<file path="config.mk">
export PLATFORM = sky130hd
export DESIGN_NAME = tick_timer_multi
export DESIGN_NICKNAME = d
export VERILOG_FILES = /design/src/rtl/timer_pkg.sv /design/src/rtl/tick_chan.sv /design/src/rtl/tick_timer_multi.sv
export SDC_FILE = /design/constraint.sdc
export NUM_CORES = 1
export LEC_CHECK = 0
export CAP_MARGIN = 20
export CORE_ASPECT_RATIO = 1.25
export CORE_UTILIZATION = 59
export DETAILED_ROUTE_END_ITERATION = 10
export GPL_TIMING_DRIVEN = 0
export HOLD_SLACK_MARGIN = 0.1
export PLACE_DENSITY = 0.87
export SLEW_MARGIN = 20
export SYNTH_ARGS = -nofsm -noshare
export SYNTH_HDL_FRONTEND = slang
export SYNTH_SLANG_ARGS = --single-unit
</file>
<file path="constraint.sdc">
create_clock -name clk_in -period 7.9 [get_ports clk_in]
set_clock_uncertainty 0.2 [all_clocks]
set_input_delay 1.185 -clock clk_in [delete_from_list [all_inputs] [get_ports clk_in]]
set_output_delay 1.185 -clock clk_in [all_outputs]
set_load 0.005 [all_outputs]
</file>
<file path="src/rtl/timer_pkg.sv">
// Shared types and helpers for the multi-channel tick timer.
// Holds the mode/state encodings and the effective-period rule.
package timer_pkg;

    typedef enum logic {
        MODE_PERIODIC = 1'b0,
        MODE_ONESHOT  = 1'b1
    } mode_t;

    typedef enum logic {
        ST_IDLE = 1'b0,
        ST_RUN  = 1'b1
    } state_t;

    // Widest period the helper handles; callers cast to their own width.
    localparam int PW = 32;

    // A period of zero is treated as one so the channel still ticks every cycle.
    function automatic logic [PW-1:0] p_eff(input logic [PW-1:0] period);
        return (period == '0) ? PW'(1) : period;
    endfunction

endpackage

</file>
<file path="src/rtl/tick_chan.sv">
// One timer channel: period/mode config registers, IDLE/RUN control and
// the up-counter that produces the registered tick and sticky done.
module tick_chan
    import timer_pkg::*;
#(
    parameter int          CW         = 16,
    parameter int unsigned DEF_PERIOD = 2400
) (
    input  logic          clk_in,
    input  logic          reset,
    input  logic          wr_en,
    input  logic [CW-1:0] wr_period,
    input  logic          wr_mode,
    input  logic          start,
    input  logic          stop,
    input  logic          done_clr,
    output logic          tick,
    output logic          busy,
    output logic          done
);

    logic [CW-1:0] period_reg;
    logic [CW-1:0] act_period;
    logic [CW-1:0] count;
    logic [CW-1:0] cfg_period;
    mode_t         mode_reg;
    mode_t         act_mode;
    mode_t         cfg_mode;
    state_t        state;
    logic          terminal;
    logic          tick_set;

    // A same-edge write is visible to any reload happening on that edge.
    always_comb begin
        cfg_period = wr_en ? wr_period : period_reg;
        cfg_mode   = wr_en ? mode_t'(wr_mode) : mode_reg;
        terminal   = (state == ST_RUN) && (count == act_period - CW'(1));
        tick_set   = terminal && !stop;
    end

    always_ff @(posedge clk_in or negedge reset) begin
        if (!reset) begin
            period_reg <= CW'(DEF_PERIOD);
            mode_reg   <= MODE_PERIODIC;
        end else if (wr_en) begin
            period_reg <= wr_period;
            mode_reg   <= mode_t'(wr_mode);
        end
    end

    // Priority: stop, then (re)start, then terminal count, then counting.
    always_ff @(posedge clk_in or negedge reset) begin
        if (!reset) begin
            state      <= ST_IDLE;
            count      <= '0;
            act_period <= CW'(DEF_PERIOD);
            act_mode   <= MODE_PERIODIC;
            tick       <= 1'b0;
            done       <= 1'b0;
        end else begin
            tick <= tick_set;
            if (stop) begin
                state <= ST_IDLE;
                count <= '0;
            end else if (start) begin
                state      <= ST_RUN;
                count      <= '0;
                act_period <= CW'(p_eff(PW'(cfg_period)));
                act_mode   <= cfg_mode;
            end else if (terminal) begin
                count <= '0;
                if (act_mode == MODE_PERIODIC) begin
                    act_period <= CW'(p_eff(PW'(cfg_period)));
                    act_mode   <= cfg_mode;
                end else begin
                    state <= ST_IDLE;
                end
            end else if (state == ST_RUN) begin
                count <= count + CW'(1);
            end

            if (tick_set) begin
                done <= 1'b1;
            end else if (done_clr) begin
                done <= 1'b0;
            end
        end
    end

    assign busy = (state == ST_RUN);

endmodule

</file>
<file path="src/rtl/tick_timer_multi.sv">
// Multi-channel tick generator: decodes the shared config write port onto
// CH independent tick_chan instances.
module tick_timer_multi
    import timer_pkg::*;
#(
    parameter int          CH         = 4,
    parameter int          CW         = 16,
    parameter int unsigned DEF_PERIOD = 2400
) (
    input  logic                                  clk_in,
    input  logic                                  reset,
    input  logic                                  wr_en,
    input  logic [((CH > 1) ? $clog2(CH) : 1)-1:0] wr_ch,
    input  logic [CW-1:0]                         wr_period,
    input  logic                                  wr_mode,
    input  logic [CH-1:0]                         start,
    input  logic [CH-1:0]                         stop,
    input  logic [CH-1:0]                         done_clr,
    output logic [CH-1:0]                         tick,
    output logic [CH-1:0]                         busy,
    output logic [CH-1:0]                         done
);

    localparam int CHW = (CH > 1) ? $clog2(CH) : 1;

    // Channel numbers at or above CH never match, so such writes are dropped.
    for (genvar i = 0; i < CH; i++) begin : g_chan
        logic chan_wr;

        assign chan_wr = wr_en && (wr_ch == CHW'(i));

        tick_chan #(
            .CW         (CW),
            .DEF_PERIOD (DEF_PERIOD)
        ) u_chan (
            .clk_in    (clk_in),
            .reset     (reset),
            .wr_en     (chan_wr),
            .wr_period (wr_period),
            .wr_mode   (wr_mode),
            .start     (start[i]),
            .stop      (stop[i]),
            .done_clr  (done_clr[i]),
            .tick      (tick[i]),
            .busy      (busy[i]),
            .done      (done[i])
        );
    end

endmodule

</file>
==> results.cfg <==
[outcome]
outcome = finished clean

[grt]
use_met1 = 0.356
grt_pass1_wl_um = 54400
grt_max_degree = 106
gr-usage-met2 = 0.534
grt-ovfl-total = 0
grt_pass1_vias = 11000
grtUsageTotal = 0.301
antenna_found_initial = 0
use_met3 = 0.0350
grt.busiest_layer = met2

[final_layout]
syn_to_final_growth_pct = 12.6
fin_area_um2 = 14400
final_nets = 1412
antennaDiodeCount = 0
drive_gt1_frac = 0.149
nFillCells = 1541
utilization = 0.684

[timing]
final.setup.tns_ns = 0
maxSlewHeadroom = 0.448
finalSetupViolCount = 0
min_period_ns = 4.07
fin_crit_sh = 0.515
worstMarginPinSlew_ns = 0.820
finalHoldViolations = 0
rsz0062_at_grt = no
clock.fmax_mhz = 246
worst_slack_ns = 3.83
slew_viol_final = 0

[floorplan]
dieArea_um2 = 22300
die_h_um = 167
initial_core_util = 0.608
core_region_area_um2 = 21000
die_x_um = 134
boundaryPins = 46
fp-row-count = 59

[yosys]
syn-num-nets = 1344
synth_largest_area_cell = dfrtp_1
synth_top_family_by_area = simple AND/OR/NAND/NOR gates
netlist.area_leader.share = 0.352
ys.flop_type = dfrtp_1
synth.yosys.warnings = 0
synthArstFlopShare = 1.00
synth-simple-area-share = 0.235
synthXorXnorAreaFrac = 0.0863
muxShareOfSynthArea = 0.0947
synth-adder-area-share = 0.00783
yosysSeqAreaShare = 0.418
synth.avg_cell_area_um2 = 9.82
synth_compound_area_frac = 0.108
synth.cell_area_um2 = 12800
synth_edf_count = 0
synth_cell_type_count = 88
synth_commonest_cells = dfrtp_1 (180), nor2_1 (102), nand2_1 (70)
syn_inst = 1302
postSynthRegisterBits = 212
yosysMostFrequentCell = dfrtp_1
synthTopCellsByArea = dfrtp_1 (35%), dfstp_2 (6.6%), mux2_2 (5.7%)

[pwr]
ir_drop_mv = 0.177
power_density_nw_per_um2 = 241
leakagePower_nw = 5.74
total_power_w = 0.00346

[route]
routed_wl_um = 33300
drc = 0
wl_per_cell_um = 20.1
drtIter0Drc = 1012
drtAntennaViolNets = 0
vias_per_cell = 6.50
num_vias = 10800
first_pass_iters = 6

[clocking]
numCtsBuffers = 22
cts_root_buffer = clkbuf_16
ctsHoldBuffers = 0
cts_tree = yes
post_cts_resized = 0
cts_sinks = 212
htree_levels = 1
post-cts-setup-buffers = 0
cts.path.max_buffers = 3
clock_latency_ns = 0.51
clk_pin_slew_ns = 0.07

[placed_design]
dp_slack_ns = 3.38
post_dp_cell_area_um2 = 13600
place_congestion = 0.953
port_buffers = 42
dp_hpwl_um = 22800

[worst_setup_path]
cp_max_fo = 10
worstSetupEndpointType = register
arrival_ns = 4.32
worstPathRequired_ns = 8.16
start_kind = input port
crit_type = in2reg
reg2reg_slack_ns = 4.11

[worst_hold_path]
min_path_type = in2async

[flow_run]
drv_cap = 0
[metrics by stage]
step	hold WS (ns)	std cells
after floorplan	0.265	1302
after global placement	0.278	1618
after detailed placement	0.283	1620
after CTS	0.283	1659
after global routing	0.289	1659
final	0.284	1659
[layout make-up]
class                           count  area, µm²  share of cell area
Multi-Input combinational cell    951       6800               0.472
Sequential cell                   212       5350               0.371
Clock buffer                       27        601              0.0417
Timing Repair Buffer               44        480              0.0334
Buffer                             92        463              0.0322
Tap cell                          274        343              0.0238
Clock inverter                     12        193              0.0134
Inverter                           47        176              0.0123
[cell usage in the layout, fill, tap and decap left out, drive strengths merged, types with 21 or more instances in the layout]
cell,count
o21ai,37
dfrtp,180
nand2,70
nand3,68
nand4,37
xor2,69
inv,48
xnor2,57
mux2,87
or3,21
buf,39
dfstp,32
clkdlybuf4s50,41
nor4,38
clkbuf,83
nor2b,39
a222oi,31
nor2,104
nor3,46
[worst max-delay path, cell delays in order]
cell and delay (ns):
clkdlybuf4s50_1 0.54, nor3b_1 0.26, buf_1 0.59, buf_1 0.54, mux2i_1 0.39, o2111ai_1 0.20, nor4_1 0.27, nor2_1 0.07
nor3_1 0.15, a211o_1 0.12
[metal layers]
layer / up-vias / share of wire
met4: 0 / 0.041
met1: 5333 / 0.40
met5: - / 0
met3: 108 / 0.051
met2: 454 / 0.51
li1: 4891 / -
[report_power, final]
group / switching, W / internal, W
clock network: 0.000449 / 0.000706
registers: 0.000160 / 0.00127
logic: 0.000502 / 0.000373
total: 0.00111 / 0.00235
[kinds of logic (layout without fill, tap and decap cells)]
group,count (synthesis),in the layout
simple gates,529,529
flops,212,212
compound gates,181,181
buf+inv,139,222
xor+xnor,126,126
mux,107,107
fa+ha+maj,8,8
[path summary, 6_finish.rpt]
check / start / to / cells past startpoint
worst max-delay path: wr_en / g_chan[0].u_chan.act_period[0]$_DFFE_PN0P_ / 10
worst min-delay path: reset / g_chan[2].u_chan.count[4]$_DFFE_PN0P_ / 1
worst max register to register: g_chan[2].u_chan.act_period[0]$_DFFE_PN0P_ / g_chan[2].u_chan.count[11]$_DFFE_PN0P_ / 11
worst min register to register: g_chan[1].u_chan.period_reg[0]$_DFF_PN0_ / g_chan[1].u_chan.period_reg[0]$_DFF_PN0_ / 1
max in group asynchronous: reset / g_chan[1].u_chan.period_reg[8]$_DFF_PN1_ / 2
min in group clk_in: g_chan[1].u_chan.period_reg[0]$_DFF_PN0_ / g_chan[1].u_chan.period_reg[0]$_DFF_PN0_ / 1
Power figures use the tool's default switching activity.
